### config.mk
export PLATFORM = sky130hd
export DESIGN_NAME = trigger_capture
export DESIGN_NICKNAME = d
export VERILOG_FILES = /design/src/rtl/la_pkg.sv /design/src/rtl/trig_match.sv /design/src/rtl/trigger_capture.sv
export SDC_FILE = /design/constraint.sdc
export NUM_CORES = 1
export LEC_CHECK = 0
export ABC_CLOCK_PERIOD_IN_PS = 8700
export CAP_MARGIN = 10
export CORE_AREA = 2 2 97 136
export CTS_CLUSTER_DIAMETER = 200
export DETAILED_ROUTE_END_ITERATION = 10
export DIE_AREA = 0 0 99 138
export PLACE_DENSITY_LB_ADDON = 0.25
export SYNTH_ARGS = -nofsm -noshare
export SYNTH_HDL_FRONTEND = slang
export SYNTH_HIERARCHICAL = 1
export SYNTH_SLANG_ARGS = --single-unit
### constraint.sdc
create_clock -name clk -period 8.7 [get_ports clk]
set_clock_uncertainty 0.15 [all_clocks]
set_input_delay 1.305 -clock clk [delete_from_list [all_inputs] [get_ports clk]]
set_output_delay 1.305 -clock clk [all_outputs]
set_load 0.01 [all_outputs]
### src/rtl/la_pkg.sv
// Shared definitions for the logic-analyzer capture path.
//   state_t          : capture sequencer state encoding
//   LVDS_LEN_DEFAULT : default probe/sample width
package la_pkg;

    localparam int LVDS_LEN_DEFAULT = 8;

    typedef enum logic [1:0] {
        ST_IDLE    = 2'd0,
        ST_ARMED   = 2'd1,
        ST_CAPTURE = 2'd2,
        ST_DONE    = 2'd3
    } state_t;

endpackage

### src/rtl/trig_match.sv
// Combinational trigger compare: pattern match on masked probe bits,
// optionally qualified by a rising edge on any edge-masked bit.
// Ports:
//   probe_in       : current probe sample
//   probe_prev     : probe sample from the previous clock
//   trig_mask      : bits taking part in the pattern compare
//   trig_value     : pattern value
//   trig_edge_en   : also require a rising edge
//   trig_edge_mask : bits on which a rising edge qualifies
//   trig           : trigger condition for this cycle
module trig_match
    import la_pkg::*;
#(
    parameter int LVDS_LEN = LVDS_LEN_DEFAULT
) (
    input  logic [LVDS_LEN-1:0] probe_in,
    input  logic [LVDS_LEN-1:0] probe_prev,
    input  logic [LVDS_LEN-1:0] trig_mask,
    input  logic [LVDS_LEN-1:0] trig_value,
    input  logic                trig_edge_en,
    input  logic [LVDS_LEN-1:0] trig_edge_mask,
    output logic                trig
);

    logic pattern_hit;
    logic edge_hit;

    always_comb begin
        pattern_hit = ((probe_in & trig_mask) == (trig_value & trig_mask));
        edge_hit    = |(probe_in & ~probe_prev & trig_edge_mask);
        trig        = pattern_hit & (edge_hit | ~trig_edge_en);
    end

endmodule

### src/rtl/trigger_capture.sv
// Capture front end: after arm, waits for a pattern/edge trigger, then
// streams 4*word_count decimated probe samples to the packer.
//
// state      | meaning
// -----------+-----------------------------------------------------------
// ST_IDLE    | waiting for arm
// ST_ARMED   | evaluating trigger every clock
// ST_CAPTURE | emitting one sample every div+1 clocks
// ST_DONE    | full capture emitted; waits for the next arm
//
// Ports:
//   clk, rst        : clock, async active-high reset
//   arm, abort      : start / cancel capture
//   probe_in        : probe bus
//   trig_*          : trigger configuration (latched on arm)
//   div             : one sample every div+1 clocks (latched on arm)
//   word_count      : 32-bit words per capture (latched on arm)
//   valid_out       : one-cycle sample strobe
//   data_out        : sample, held between strobes
//   busy/triggered/done : state flags
module trigger_capture
    import la_pkg::*;
#(
    parameter int LVDS_LEN = LVDS_LEN_DEFAULT,
    parameter int WORD_LEN = 16,
    parameter int DIV_LEN  = 16
) (
    input  logic                clk,
    input  logic                rst,
    input  logic                arm,
    input  logic                abort,
    input  logic [LVDS_LEN-1:0] probe_in,
    input  logic [LVDS_LEN-1:0] trig_mask,
    input  logic [LVDS_LEN-1:0] trig_value,
    input  logic                trig_edge_en,
    input  logic [LVDS_LEN-1:0] trig_edge_mask,
    input  logic [DIV_LEN-1:0]  div,
    input  logic [WORD_LEN-1:0] word_count,
    output logic                valid_out,
    output logic [LVDS_LEN-1:0] data_out,
    output logic                busy,
    output logic                triggered,
    output logic                done
);

    localparam int CNT_LEN = WORD_LEN + 2;
    localparam logic [CNT_LEN-1:0] CNT_ONE = 1;
    localparam logic [DIV_LEN-1:0] DIV_ONE = 1;

    state_t              state_q, state_d;
    logic [LVDS_LEN-1:0] probe_prev_q, probe_prev_d;
    logic [LVDS_LEN-1:0] mask_q, mask_d;
    logic [LVDS_LEN-1:0] value_q, value_d;
    logic                edge_en_q, edge_en_d;
    logic [LVDS_LEN-1:0] edge_mask_q, edge_mask_d;
    logic [DIV_LEN-1:0]  div_q, div_d;
    logic [WORD_LEN-1:0] word_count_q, word_count_d;
    logic [CNT_LEN-1:0]  samp_cnt_q, samp_cnt_d;
    logic [DIV_LEN-1:0]  div_cnt_q, div_cnt_d;
    logic                abort_pend_q, abort_pend_d;
    logic                valid_q, valid_d;
    logic [LVDS_LEN-1:0] data_q, data_d;

    logic                trig;
    logic [CNT_LEN-1:0]  samp_total;
    logic [CNT_LEN-1:0]  samp_cnt_inc;
    logic                sample_due;
    logic                abort_any;

    trig_match #(.LVDS_LEN(LVDS_LEN)) u_trig_match (
        .probe_in       (probe_in),
        .probe_prev     (probe_prev_q),
        .trig_mask      (mask_q),
        .trig_value     (value_q),
        .trig_edge_en   (edge_en_q),
        .trig_edge_mask (edge_mask_q),
        .trig           (trig)
    );

    always_comb begin
        state_d      = state_q;
        probe_prev_d = probe_in;
        mask_d       = mask_q;
        value_d      = value_q;
        edge_en_d    = edge_en_q;
        edge_mask_d  = edge_mask_q;
        div_d        = div_q;
        word_count_d = word_count_q;
        samp_cnt_d   = samp_cnt_q;
        div_cnt_d    = div_cnt_q;
        abort_pend_d = abort_pend_q;
        valid_d      = 1'b0;
        data_d       = data_q;

        samp_total   = {word_count_q, 2'b00};
        samp_cnt_inc = samp_cnt_q + CNT_ONE;
        sample_due   = (div_cnt_q == div_q);
        abort_any    = abort | abort_pend_q;

        case (state_q)
            ST_IDLE, ST_DONE: begin
                if (arm && !abort && (word_count != '0)) begin
                    state_d      = ST_ARMED;
                    mask_d       = trig_mask;
                    value_d      = trig_value;
                    edge_en_d    = trig_edge_en;
                    edge_mask_d  = trig_edge_mask;
                    div_d        = div;
                    word_count_d = word_count;
                    samp_cnt_d   = '0;
                    div_cnt_d    = '0;
                    abort_pend_d = 1'b0;
                end
            end
            ST_ARMED: begin
                if (abort) begin
                    state_d = ST_IDLE;
                end else if (trig) begin
                    // Trigger cycle is sample 0; the divider phase restarts here.
                    state_d    = ST_CAPTURE;
                    valid_d    = 1'b1;
                    data_d     = probe_in;
                    samp_cnt_d = CNT_ONE;
                    div_cnt_d  = '0;
                end
            end
            ST_CAPTURE: begin
                // Abort only takes effect on a word boundary so the packer
                // never holds a partial word.
                if (abort_any && (samp_cnt_q[1:0] == 2'b00)) begin
                    state_d      = ST_IDLE;
                    abort_pend_d = 1'b0;
                end else begin
                    abort_pend_d = abort_any;
                    if (sample_due) begin
                        valid_d    = 1'b1;
                        data_d     = probe_in;
                        div_cnt_d  = '0;
                        samp_cnt_d = samp_cnt_inc;
                        if (abort_any && (samp_cnt_inc[1:0] == 2'b00)) begin
                            state_d      = ST_IDLE;
                            abort_pend_d = 1'b0;
                        end else if (samp_cnt_inc == samp_total) begin
                            state_d = ST_DONE;
                        end
                    end else begin
                        div_cnt_d = div_cnt_q + DIV_ONE;
                    end
                end
            end
            default: state_d = ST_IDLE;
        endcase
    end

    always_ff @(posedge clk or posedge rst) begin
        if (rst) begin
            state_q      <= ST_IDLE;
            probe_prev_q <= '0;
            mask_q       <= '0;
            value_q      <= '0;
            edge_en_q    <= 1'b0;
            edge_mask_q  <= '0;
            div_q        <= '0;
            word_count_q <= '0;
            samp_cnt_q   <= '0;
            div_cnt_q    <= '0;
            abort_pend_q <= 1'b0;
            valid_q      <= 1'b0;
            data_q       <= '0;
        end else begin
            state_q      <= state_d;
            probe_prev_q <= probe_prev_d;
            mask_q       <= mask_d;
            value_q      <= value_d;
            edge_en_q    <= edge_en_d;
            edge_mask_q  <= edge_mask_d;
            div_q        <= div_d;
            word_count_q <= word_count_d;
            samp_cnt_q   <= samp_cnt_d;
            div_cnt_q    <= div_cnt_d;
            abort_pend_q <= abort_pend_d;
            valid_q      <= valid_d;
            data_q       <= data_d;
        end
    end

    assign valid_out = valid_q;
    assign data_out  = data_q;
    assign busy      = (state_q == ST_ARMED) || (state_q == ST_CAPTURE);
    assign triggered = (state_q == ST_CAPTURE);
    assign done      = (state_q == ST_DONE);

endmodule

[Word level (Yosys, flattened, before mapping)]
Cells that the tools add are included.
Storage, ports and cells
  flip-flop bits (word level): 111
  bits of input ports: 69
  output and inout bits: 12
  word-level logic and storage cells: 93
Cells by class
  add/sub/neg operators: 2
  equality and inequality tests: 14
  mux-type cells: 35
  bitwise gates (word level): 9
  reduce and logical (&&, ||, !) cells: 20
Operator list (count)
  18-bit two-way mux: 5
  16-bit two-way mux: 5
  18-bit case mux with 3 select lines: 1
  16-bit case mux with 3 select lines: 1
  8-bit bitwise AND: 4
  8-bit two-way mux: 4
  18-bit by 1-bit adder with 18-bit output, second input constant: 1
  18-bit equality test: 1
  16-bit by 1-bit adder with 16-bit output, second input constant: 1
  16-bit equality test: 1
  8-bit case mux with 2 select lines: 1
  16-bit nonzero test: 1
  2-bit two-way mux: 7
  5-bit AND reduction: 2
  8-bit equality test: 1
  1-bit two-way mux: 8
  2-bit != test, second input constant: 4
  8-bit NOT: 1
  4-bit AND reduction: 2
  8-bit OR reduction: 1
  2-bit zero test: 3
  2-bit case mux with 3 select lines: 1
  2-bit equality test, second input constant: 2
  1-bit logical AND: 4
  14 further kinds: 18

[Longest topological paths before layout]
Gate-level depths: netlist of run 1.
  depth after elaboration: 9
  gate-level depth with buffers: 11
  mapped depth without buffers: 11

[Hierarchy]
The synthesis of run 1 kept the hierarchy.
By module, submodules not included
  trigger_capture: instances 1, cells each 496, area each 5550.3 um^2, seq. area each 2777.7 um^2
  trig_match: instances 1, cells each 25, area each 187.7 um^2, seq. area each 0.0 um^2

[Least setup slack after synthesis of run 1]
OpenSTA, ideal clock, no wires.
  path kind: input port to flip-flop
  start: input probe_in[7]
  end: register div_cnt_q[12]
  library setup time: 0.121 ns
  arrival: 3.281 ns
  data required time: 8.429 ns
  slack: 5.149 ns
  cell stages on the path: 10
  buffers on the path: 0
  cell sequence: xor2_1 -> a22oi_1 -> nand4_1 -> a31oi_1 -> nand2b_1 -> a2bb2oi_1 -> o21ai_1 -> nor4_1 -> o21ai_0 -> a22o_1
On the way
  cells in the longest elaborated chain, start to end: 7
  elaborated cells on any way between the ends: 9
  those cells by class: 2 x eq/ne; 5 x bitwise; 2 x reduce/logical
RTL lines
  start, declared: line trigger_capture.sv:32  | input logic [LVDS_LEN-1:0] probe_in,
  8-bit bitwise AND (2 in series): line trig_match.sv:30  | edge_hit = |(probe_in & ~probe_prev & trig_edge_mask);
  8-bit OR reduction: line trig_match.sv:30
  1-bit bitwise OR: line trig_match.sv:31  | trig = pattern_hit & (edge_hit | ~trig_edge_en);
  1-bit bitwise AND *: line trig_match.sv:31
  net trig: line trigger_capture.sv:64  | logic trig;
  2-bit != test (no line) *
  4-bit AND reduction (no line) *
  end signal, assigned: line trigger_capture.sv:180  | div_cnt_q <= div_cnt_d;
  end, declared: line trigger_capture.sv:59  | logic [DIV_LEN-1:0] div_cnt_q, div_cnt_d;
Mark *: on every way through the listed nets, which the timed path passes. The rest lies on a longest branch.
A chain may end at the register's enable or synchronous reset.

[Worst setup path after layout of run 1]
  start: input probe_in[7]
  end: register div_cnt_q[9]
The elaborated chain is that of the path after synthesis.

==> results of run 1 <==
[synth_stat cells (6+ instances only)]
cell,number,area [µm²]
a21oi_1,18,90.1
a31oi_1,15,93.8
and3_1,11,68.8
buf_2,6,30.0
clkbuf_1,13,48.8
dfrtp_1,111,2780
ha_1,6,75.1
inv_1,11,41.3
mux2_2,62,698
nand2_1,29,109
nand2b_1,6,37.5
nand3_1,17,85.1
nand3b_1,9,67.6
nand4_1,17,106
nor2_1,20,75.1
nor3_1,8,40.0
nor4_1,8,50.1
o21ai_0,33,165
xnor2_1,29,254
xor2_1,17,149
[worst paths after layout]
path / cells after the start / endpoint / startpoint / slack [ns]
max reg2reg: 10 / div_cnt_q[9]$_DFFE_PP0P_ / value_q[7]$_DFFE_PP0P_ / 5.28
max: 11 / div_cnt_q[9]$_DFFE_PP0P_ / probe_in[7] / 4.19
min: 1 / data_out[1]$_DFFE_PP0P_ / data_out[1]$_DFFE_PP0P_ / 0.34
max in group asynchronous: 3 / samp_cnt_q[11]$_DFFE_PP0P_ / rst / 5.92
min reg2reg: 1 / data_out[1]$_DFFE_PP0P_ / data_out[1]$_DFFE_PP0P_ / 0.34
min in group asynchronous: 2 / div_q[9]$_DFFE_PP0P_ / rst / 1.17
[cell families (layout without fill, tap and decap cells)]
kind of cell	count (synthesis)	after routing	synth area share
AO/OA/AOI/OAI	103	103	0.115
XOR/XNOR	46	46	0.0702
adder cells (fa/ha/maj)	6	6	0.0131
buffers and inverters	34	110	0.0257
flip-flops	111	111	0.484
multiplexers	67	67	0.131
AND/OR/NAND/NOR	154	154	0.160
[final cells by class]
class | instances | area share
well taps | 153 | 0.0276
inverters | 11 | 0.00631
clock buffers | 10 | 0.0330
clock inverters | 6 | 0.00883
repair buffers | 83 | 0.119
flip-flops and latches | 111 | 0.400
multi-input cells | 376 | 0.406
[metrics by stage]
step                total power, mW  instances  setup slack, ns  area, µm²  utilization
floorplan                      1.32        521             4.31       5740            -
global placement               1.54        734             3.97       6650        0.529
detailed placement             1.57        734             3.88       6650        0.529
CTS                            1.98        750             4.25       6940        0.552
global route                   2.09        750             3.83       6940        0.552
finish                         1.96        750             4.19       6940        0.552
[critical path, delay by kind of cell]
| family | cells | cell delay, ns |
|---|---|---|
| AO/OA/AOI/OAI | 5 | 1.60 |
| AND/OR/NAND/NOR | 4 | 1.04 |
| buffers and inverters | 1 | 0.48 |
| XOR/XNOR | 1 | 0.19 |
[registers in the layout (all words and copies together), names as in the netlist]
name and flops:
abort_pend_q 1, value_q 8, samp_cnt_q 18, valid_out 1, state_q 2, probe_prev_q 8, edge_mask_q 8, div_cnt_q 16
div_q 16, data_out 8, mask_q 8, word_count_q 16, edge_en_q 1
[per-layer routing]
layer | part of all wire | wire length [µm]
met5 | 0 | 0
met3 | 0.042 | 564
met2 | 0.52 | 7030
met4 | 0.025 | 338
met1 | 0.41 | 5460
[where the power goes]
part | internal [mW] | switching [mW]
sequential | 0.688 | 0.126
clock | 0.202 | 0.201
combinational | 0.376 | 0.365
total | 1.27 | 0.692
[cells in the final DEF, fill, tap and decap left out, types with 15 or more instances in the layout]
cell type | synthesis | layout
clkdlybuf4s50_1 | 0 | 80
a31oi_1 | 15 | 15
xnor2_1 | 29 | 29
xor2_1 | 17 | 17
nand3_1 | 17 | 17
nor2_1 | 20 | 20
mux2_2 | 62 | 62
a21oi_1 | 18 | 18
o21ai_0 | 33 | 33
dfrtp_1 | 111 | 111
nand4_1 | 17 | 17
nand2_1 | 29 | 28
==> results.md, run 1 <==
* Vias at 4,370
* Count of filler cells inserted in the layout at about 1,100
* Global router's overall resource usage at 0.204
* Pins Over Slew Limit at 0
* Quantity of hold-fixing buffers added after cts at 0
* Met3 track demand over resource in global routing at 0.0319
* Placer's final routability congestion estimate at ~0.96
* Number of rows created at floorplan at 49
* Master of the slowest instance on the critical path: nor2_1
* Tightest slew margin relative to the limit at 0.325
* Longest individual stage delay on the worst path at roughly 0.66 ns
* Sequential cell area at ~2800 µm²
* Synthesized netlist net count at 596
* Pin count of the biggest net entering global routing at between 70 and 80
* DP Wirelength at approximately 9.8 mm
* IR drop worst, VDD at roughly 0.14 mV
* Number of maximum-capacitance violations at 0
* CP dominant cell by count: nand4_1
* Maximum frequency from static timing analysis at 222 MHz
* Area Growth Syn to Fin at 21.0%
* Summed instance area of the synthesized netlist at about 5700 µm²
* Root Buffer: clkbuf_16
* Setup bufs post-CTS at 0
* Number of CTS-inserted buffers at 9
* Setup repair after global routing missed its margin: no
* Final setup fails at 0
* Final worst path period need at between 4 and 5 ns
* Leakage power total at roughly 2.8 nW
* Post-detailed-route via-to-cell ratio at a little under 6
* Cell Pwr Density at approximately 280 nW/µm²
* Library cells used by synthesis at 63
* Number of gates resized after CTS at 0
* Critical Path Source Type: input port
* Initial detailed-routing violation count at roughly 180
* Endpoint class of the critical path: flop
* Syn. warnings at 6
* Path type of the worst min-delay path: reg2reg
* Global-route wire length before repair at 22.5 mm
* Worst endpoint required time at around 9 ns
* Level count of the clock H-tree at 3
* Clock tree from TritonCTS: done
* Minimum hold slack at roughly 0.34 ns
* Number of storage elements in the synthesis netlist at 111
* Residual DRC count at 0
* Share of synthesized flip-flops with an asynchronous set or reset at 1.00
* Core Box Area at roughly 13,000 µm²
* Clock Pin Slew Worst Setup and Hold Paths at 0.08 ns
* Post-synth EDFFs at 0
* Sequential element share of the synthesized area at 0.484
* Status: completed
* Number of nets in the layout at 667
* Combined area of the multi-input logic cells at ~2800 µm²
* Number of detailed-route iterations in the first pass at 5
* Via count of the first global-routing pass at around 4,500
* Type of the worst setup path: in2reg
* Share of post-route cells with drive strength above 1 at 0.157
* Antenna viol nets, final at 0
* Average wire per cell in the routed design at roughly 18 µm
* Number of cells produced by synthesis at about 520
* Die width at approximately 99 µm
* Die extent in y at approximately 140 µm
* Initial standard-cell utilization of the core at 0.457
* Area of the die at between 10,000 and 15,000 µm²
* Remaining global-route overflow at 0
* Met2 Use GR at 0.356
* Largest fanout of any net on the critical path at 14
* Slew at the pin with the worst max-slew slack at 1.01 ns
* Antenna cell count at 0
* Endpoint arrival time on the critical path at 4.62 ns
* Setup tns final at 0 ns
* Met1 Usage GRT at 0.253
* Number of clock sinks seen by CTS at between 100 and 150
* Count of buffers inserted at the top-level ports at 80
* Largest buffer count on any clock path at 2
* Synth Flop Type: dfrtp_1
* IO Count at a little over 80
* Critical path, cell by cell: clkdlybuf4s50_1 -> xor2_1 -> a22oi_1 -> nand4_1 -> a31oi_1 -> nand2b_1 -> a2bb2oi_1 -> o21ai_1 -> nor2_1 -> nand4_1 -> o21ai_0
* Average cell area after synthesis at roughly 11 µm²
* Insertion delay of the later-clocked pin in the worst-skew pair at between 0.3 and 0.4 ns
* Peak-usage layer in the global routing report: met2
* Fin. Hold Viols at 0
* Initial antenna violation count at 0
* Total detailed-routing wirelength at 13.4 mm
* Final worst path period share at 0.518
Note: power is estimated with default switching activity, not from simulation.
==> inputs of run 2 (changes only) <==
Settings changed: ABC_CLOCK_PERIOD_IN_PS 8700 to 4180.
Clock period 8.7 ns to 4.18 ns, I/O delays scaled along.
==> run 2 against run 1 <==
  * Sequential power grew 110%
  * Cell count is 0.67% higher
  * Register-to-register slack worse by 4.4 ns
  * Global-route usage grew 0.38 points
  * Routed wire length rose by 3.0%
  * Critical path depth unchanged
  * First-iteration DRC count is 69% higher
  * Via count is 1.4% higher
  * Non-clock buffer count grew 5
  * Critical endpoint is now div_cnt_q[12]$_DFFE_PP0P_
  * Worst hold slack improved by 0.0091 ns
  * Highest routed layer unchanged
  * Core utilization grew 0.71 points
==> results.md, run 2 (synthesis gave the netlist of run 1 again) <==
* Status: completed
* Number of cells in the finished layout apart from fillers at 755 (+0.67%)
* Type of the worst setup path: in2reg
* Initial antenna violation count at 0 (unchanged)
* Minimum hold slack at 0.352 ns (+0.00907 ns)
* Flip-flop count of the largest register, all copies and words added at 18 (unchanged)
* Setup bufs post-CTS at 0 (unchanged)
* Number of detailed-route iterations in the first pass at 6 (+1)
* Antenna viol nets, final at 0 (unchanged)
* Clock tree from TritonCTS: done
* Core Box Area at 12,600 µm² (unchanged)
* Final worst path period share at 0.800
* Number of rows created at floorplan at 49 (unchanged)
* Quantity of hold-fixing buffers added after cts at 0 (unchanged)
* Root Buffer: clkbuf_16
* Largest buffer count on any clock path at 2 (unchanged)
* Fin. Hold Viols at 0 (unchanged)
* Initial detailed-routing violation count at 303 (+69%)
* Pin count of the biggest net entering global routing at 61 (-20%)
* Die width at 99 µm (unchanged)
* Via count of the first global-routing pass at 4,595 (+1.1%)
* Count of cells along the worst register-to-register path at 8 (-2)
* Reg2reg start: samp_cnt_q[0]$_DFFE_PP0P_
* Average wire per cell in the routed design at 18.3 µm (+2.4%)
* Antenna cell count at 0 (unchanged)
* DP Wirelength at 10.2 mm (+3.7%)
* Area Growth Syn to Fin at 22.5%
* Vias at 4,433 (+1.4%)
* Number of clock sinks seen by CTS at 111 (unchanged)
* Endpoint of the worst-slack reg-to-reg timing path: state_q[1]$_DFFE_PP0P_
* Final Power at 4.23 mW (+120%)
* Number of nets in the layout at 672 (+0.75%)
* Count of buffers inserted at the top-level ports at 80 (unchanged)
* Remaining global-route overflow at 0 (unchanged)
* Initial standard-cell utilization of the core at 0.457 (unchanged)
* Final worst path period need at between 3 and 4 ns
* Setup tns final at 0 ns (unchanged)
* Count of filler cells inserted in the layout at 1,059 (-1.7%)
* Residual DRC count at 0 (unchanged)
* Slew at the pin with the worst max-slew slack at 0.637 ns (-0.371 ns)
* Sequential cell area at 2780 µm² (unchanged)
* Pins Over Slew Limit at 0 (unchanged)
* Hold Crit Depth at 1 (unchanged)
* Endpoint arrival time on the critical path at 3.44 ns (-1.18 ns)
* Highest-count cells in the layout ignoring fill and taps: dfrtp_1, clkdlybuf4s50_1, mux2_2, o21ai_0, xnor2_1
* Post-detailed-route via-to-cell ratio at 5.87 (+0.77%)
* Number of gates resized after CTS at 0 (unchanged)
* IO Count at 81 (unchanged)
* Area of the die at 13,700 µm² (unchanged)
* Maximum frequency from static timing analysis at between 200 and 300 MHz
* Share of post-route cells with drive strength above 1 at 0.166 (+0.00866)
* Clock Pin Slew Worst Setup and Hold Paths at 0.08 ns (about the same)
* Tightest slew margin relative to the limit at 0.573 (+0.247)
* IR drop worst, VDD at 0.297 mV (+110%)
* Critical Path Source Type: input port
* Final setup fails at 0 (unchanged)
* Combined area of the multi-input logic cells at 2820 µm² (unchanged)
* Die extent in y at 138 µm (unchanged)
* Register bank with the most flops: samp_cnt_q
* Number of instances in the placed design at 739 (+0.68%)
* Global-route wire length before repair at 22.6 mm (+0.46%)
* Worst endpoint required time at 4.27 ns (-4.54 ns)
* Insertion delay of the later-clocked pin in the worst-skew pair at 0.36 ns (about the same)
* Worst min-delay path startpoint: data_out[1]$_DFFE_PP0P_
* Hold-critical path endpoint: data_out[1]$_DFFE_PP0P_
* Global router's overall resource usage at 0.208 (+0.00385)
* DP Area at 6710 µm² (+0.94%)
* Level count of the clock H-tree at 3 (unchanged)
* Total non-filler cell area in the finished layout at 7030 µm² (+1.3%)
* Largest fanout of any net on the critical path at 9 (-5)
* Placer's final routability congestion estimate at 0.942 (-2.0%)
* Number of maximum-capacitance violations at 0 (unchanged)
* Number of CTS-inserted buffers at 9 (unchanged)
* Flop2flop setup slack at 0.91 ns (-4.37 ns)
* Setup repair after global routing missed its margin: no
* Total detailed-routing wirelength at 13.8 mm (+3.0%)
* Path type of the worst min-delay path: reg2reg
* Most common cell after layout, fill and taps aside: dfrtp_1
* Leakage power total at 2.85 nW (+1.7%)
* Endpoint class of the critical path: flop
* Cell Pwr Density at 601 nW/µm² (+110%)
## run 2: cell count changes in the layout (fill, tap and decap cells not counted)
cell,previous run,this run
inv_6,2,1
buf_12,0,2
clkbuf_1,1,0
clkinv_4,1,2
bufinv_16,0,1
buf_4,3,6
## run 2: critical path: stages
cell and delay, ns:
clkdlybuf4s50_1 0.47, xor2_1 0.19, a22oi_1 0.24, nand4_1 0.13, a31oi_1 0.33, nand2b_1 0.10, a2bb2oi_1 0.21, o21ai_1 0.26
nor4_1 0.50, o21ai_0 0.14, a22o_1 0.24
## run 2: worst max path at each step
| stage | start | endpoint | slack, ns |
|---|---|---|---|
| 2_1_floorplan | rst | abort_pend_q$_DFFE_PP0P_ | 0.47 |
| 3_3_place_gp | probe_in[7] | div_cnt_q[15]$_DFFE_PP0P_ | 0.55 |
| 3_5_place_dp | probe_in[0] | div_cnt_q[15]$_DFFE_PP0P_ | 0.47 |
| 4_1_cts | probe_in[3] | div_cnt_q[10]$_DFFE_PP0P_ | 0.81 |
| 5_1_grt | probe_in[3] | div_cnt_q[5]$_DFFE_PP0P_ | 0.48 |
| 6_report | probe_in[3] | div_cnt_q[12]$_DFFE_PP0P_ | 0.84 |
## run 2: metrics by stage
| step | util | setup slack [ns] |
|---|---|---|
| floorplan | - | 0.472 |
| global placement | 0.534 | 0.554 |
| detailed placement | 0.534 | 0.473 |
| CTS | 0.559 | 0.806 |
| global route | 0.559 | 0.481 |
| finish | 0.559 | 0.837 |
## run 2: area by class of cell
cell class                      instances  share of cell area
Clock buffer                            9              0.0320
Clock inverter                          7              0.0130
Inverter                               11             0.00623
Multi-Input combinational cell        376               0.400
Sequential cell                       111               0.395
Tap cell                              153              0.0272
Timing Repair Buffer                   88               0.126
## run 2: power by group
part           leakage (nW)  total (mW)  internal (mW)  switching [mW]
Clock                 0.151       0.905          0.479           0.426
Combinational          1.32        1.61          0.822           0.792
Sequential             1.39        1.71           1.43           0.274
## run 2: per-layer routing
layer,global-route usage,vias up,share of wire,wire (µm)
met5,0,-,0,0
met4,0.0973,0,0.034,465
met3,0.0319,34,0.051,709
met2,0.367,157,0.53,7330
met1,0.244,2172,0.38,5280
li1,-,2070,-,-
==> inputs of run 3 (changes only) <==
Settings changed: ABC_CLOCK_PERIOD_IN_PS 4180 to 3200.
Clock period 4.18 ns to 3.2 ns, I/O delays scaled along.
==> run 3 against run 2 <==
  * Final area is 4.2% higher
  * Global-route usage is 0.76 points higher
  * Critical path type unchanged
  * Worst setup slack worse by 0.62 ns
  * Count of clock-buffer cells in the layout stayed put
  * Worst hold slack worse by 0.0024 ns
  * Largest power group is now combinational cells
  * Combinational power is 42% higher
  * Via count is 2.8% higher
  * Routed wire length is 2.1% higher
  * Largest cell class unchanged
  * Non-clock buffer count is 32 higher
  * Power is 34% higher
==> results.md, run 3 (synthesis gave the netlist of run 1 again) <==
* Status: completed
* Area Growth Syn to Fin at 27.6%
* Buf+Inv Stages, Crit Path at 3 (+2)
* Area of the die at 13,700 µm² (unchanged)
* Number of detailed-route iterations in the first pass at 5 (-1)
* Post-detailed-route via-to-cell ratio at 5.79 (-1.3%)
* Quantity of hold-fixing buffers added after cts at 0 (unchanged)
* Level count of the clock H-tree at 3 (unchanged)
* Highest-count cells in the layout ignoring fill and taps: dfrtp_1, clkdlybuf4s50_1, mux2_2, buf_4, o21ai_0
* Endpoint class of the critical path: flop
* Pins Over Slew Limit at 0 (unchanged)
* Setup bufs post-CTS at 0 (unchanged)
* Placer's final routability congestion estimate at 0.918 (-2.5%)
* Number of rows created at floorplan at 49 (unchanged)
* Family with the most delay on the worst path: compound AO/OA/AOI/OAI gates
* Fin. Hold Viols at 0 (unchanged)
* Share of post-route cells with drive strength above 1 at 0.211 (+0.0452)
* Type of the worst setup path: in2reg
* IO Count at 81 (unchanged)
* Antenna viol nets, final at 0 (unchanged)
* Average wire per cell in the routed design at 17.9 µm (-2.1%)
* Number of maximum-capacitance violations at 0 (unchanged)
* Count of filler cells inserted in the layout at 1,047 (-1.1%)
* IR drop worst, VDD at 0.424 mV (+43%)
* Residual DRC count at 0 (unchanged)
* Master of the slowest instance on the critical path: clkdlybuf4s50_1
* Remaining global-route overflow at 0 (unchanged)
* Maximum frequency from static timing analysis at 335 MHz
* Longest individual stage delay on the worst path at 0.44 ns (-0.06 ns)
* Total detailed-routing wirelength at 14.1 mm (+2.1%)
* Count of buffers inserted at the top-level ports at 80 (unchanged)
* Number of clock sinks seen by CTS at 111 (unchanged)
* Final worst path period share at 0.933
* Global router's overall resource usage at 0.215 (+0.00759)
* Final Worst Setup Slack at 0.214 ns (-0.623 ns)
* Clock tree from TritonCTS: done
* Final setup fails at 0 (unchanged)
* Slew at the pin with the worst max-slew slack at 0.650 ns (+0.0128 ns)
* Endpoint arrival time on the critical path at 3.12 ns (-0.32 ns)
* Via count of the first global-routing pass at 4,726 (+2.9%)
* Number of CTS-inserted buffers at 9 (unchanged)
* Flip-flop count of the largest register, all copies and words added at 18 (unchanged)
* Sequential cell area at 2780 µm² (unchanged)
* Tightest slew margin relative to the limit at 0.564 (-0.00859)
* Die extent in y at 138 µm (unchanged)
* Combined area of the multi-input logic cells at 2830 µm² (+0.40%)
* Final worst path period need at 2.99 ns
* Root Buffer: clkbuf_16
* Insertion delay of the later-clocked pin in the worst-skew pair at 0.36 ns (about the same)
* Core Box Area at 12,600 µm² (unchanged)
* Vias at 4,559 (+2.8%)
* Antenna cell count at 0 (unchanged)
* Critical Path Source Type: input port
* Initial detailed-routing violation count at 347 (+15%)
* Path type of the worst min-delay path: reg2reg
* Worst slack at placement at -0.212 ns (-0.685 ns)
* Number of nets in the layout at 704 (+4.8%)
* Most common cell after layout, fill and taps aside: dfrtp_1
* Global-route wire length before repair at 23.3 mm (+3.1%)
* Final Power at 5.68 mW (+34%)
* Final Util at 0.583 (+0.0233)
* Number of gates resized after CTS at 0 (unchanged)
* Worst endpoint required time at 3.33 ns (-0.94 ns)
* Setup repair after global routing missed its margin: no
* DP Wirelength at 10.6 mm (+4.2%)
* Die width at 99 µm (unchanged)
* Cell Pwr Density at 776 nW/µm² (+29%)
* Largest fanout of any net on the critical path at 11 (+2)
* Leakage power total at 3.02 nW (+6.0%)
* Critical path, cell by cell: clkdlybuf4s50_1 -> xor2_1 -> a22oi_1 -> nand4_1 -> a31oi_2 -> nand2b_1 -> a2bb2oi_1 -> o21ai_1 -> buf_4 -> nor2_1 -> buf_4 -> nand4_1 -> o21ai_0
* Initial standard-cell utilization of the core at 0.457 (unchanged)
* Initial antenna violation count at 0 (unchanged)
* Pin count of the biggest net entering global routing at 34 (-44%)
* Clock Pin Slew Worst Setup and Hold Paths at 0.08 ns (about the same)
* Largest buffer count on any clock path at 2 (unchanged)
* Minimum hold slack at 0.350 ns (-0.00243 ns)
* Register bank with the most flops: samp_cnt_q
-- run 3: metrics by stage --
stage / TNS [ns] / cells / cell area, µm²
after floorplan: 0 / 521 / 5740
after global placement: -2.27 / 771 / 6990
after detailed placement: -6.70 / 771 / 6990
after CTS: 0 / 787 / 7310
after global routing: 0 / 787 / 7320
final: 0 / 787 / 7320
-- run 3: final timing paths --
| kind | slack (ns) | startpoint | cells past startpoint | end |
|---|---|---|---|---|
| min in group asynchronous | 0.39 | rst | 2 | div_cnt_q[0]$_DFFE_PP0P_ |
| hold reg to reg | 0.35 | data_out[2]$_DFFE_PP0P_ | 1 | data_out[2]$_DFFE_PP0P_ |
| setup / recovery | 0.21 | probe_in[0] | 13 | div_cnt_q[7]$_DFFE_PP0P_ |
| max in group asynchronous | 1.88 | rst | 3 | div_q[3]$_DFFE_PP0P_ |
| setup reg to reg | 0.21 | samp_cnt_q[3]$_DFFE_PP0P_ | 7 | state_q[1]$_DFFE_PP0P_ |
| hold / removal | 0.35 | data_out[2]$_DFFE_PP0P_ | 1 | data_out[2]$_DFFE_PP0P_ |
-- run 3: layout make-up --
class | count | share of cell area
multi-input cells | 376 | 0.386
flip-flops and latches | 111 | 0.379
repair buffers | 120 | 0.159
clock buffers | 9 | 0.0308
well taps | 153 | 0.0261
clock inverters | 7 | 0.0128
inverters | 11 | 0.00615
-- run 3: layer usage --
metal,routed length [µm],track usage,up-vias
met1,5430,0.249,2242
met2,7530,0.381,142
met3,536,0.0303,37
met4,585,0.114,0
met5,0,0,-
li1,-,-,2138
-- run 3: power by group --
part	total, mW	internal [mW]	switching [mW]
combinational	2.29	1.23	1.07
sequential	2.21	1.87	0.342
clock	1.17	0.571	0.602
total	5.68	3.67	2.01
-- run 3: worst reg2reg max path, stage by stage, from the launching register on --
cell	delay, ns
dfrtp_1	0.59
nand4_4	0.25
nor4_4	0.41
xnor2_1	0.14
or3_1	0.38
a2111oi_4	0.45
a21oi_1	0.13
or3b_1	0.37
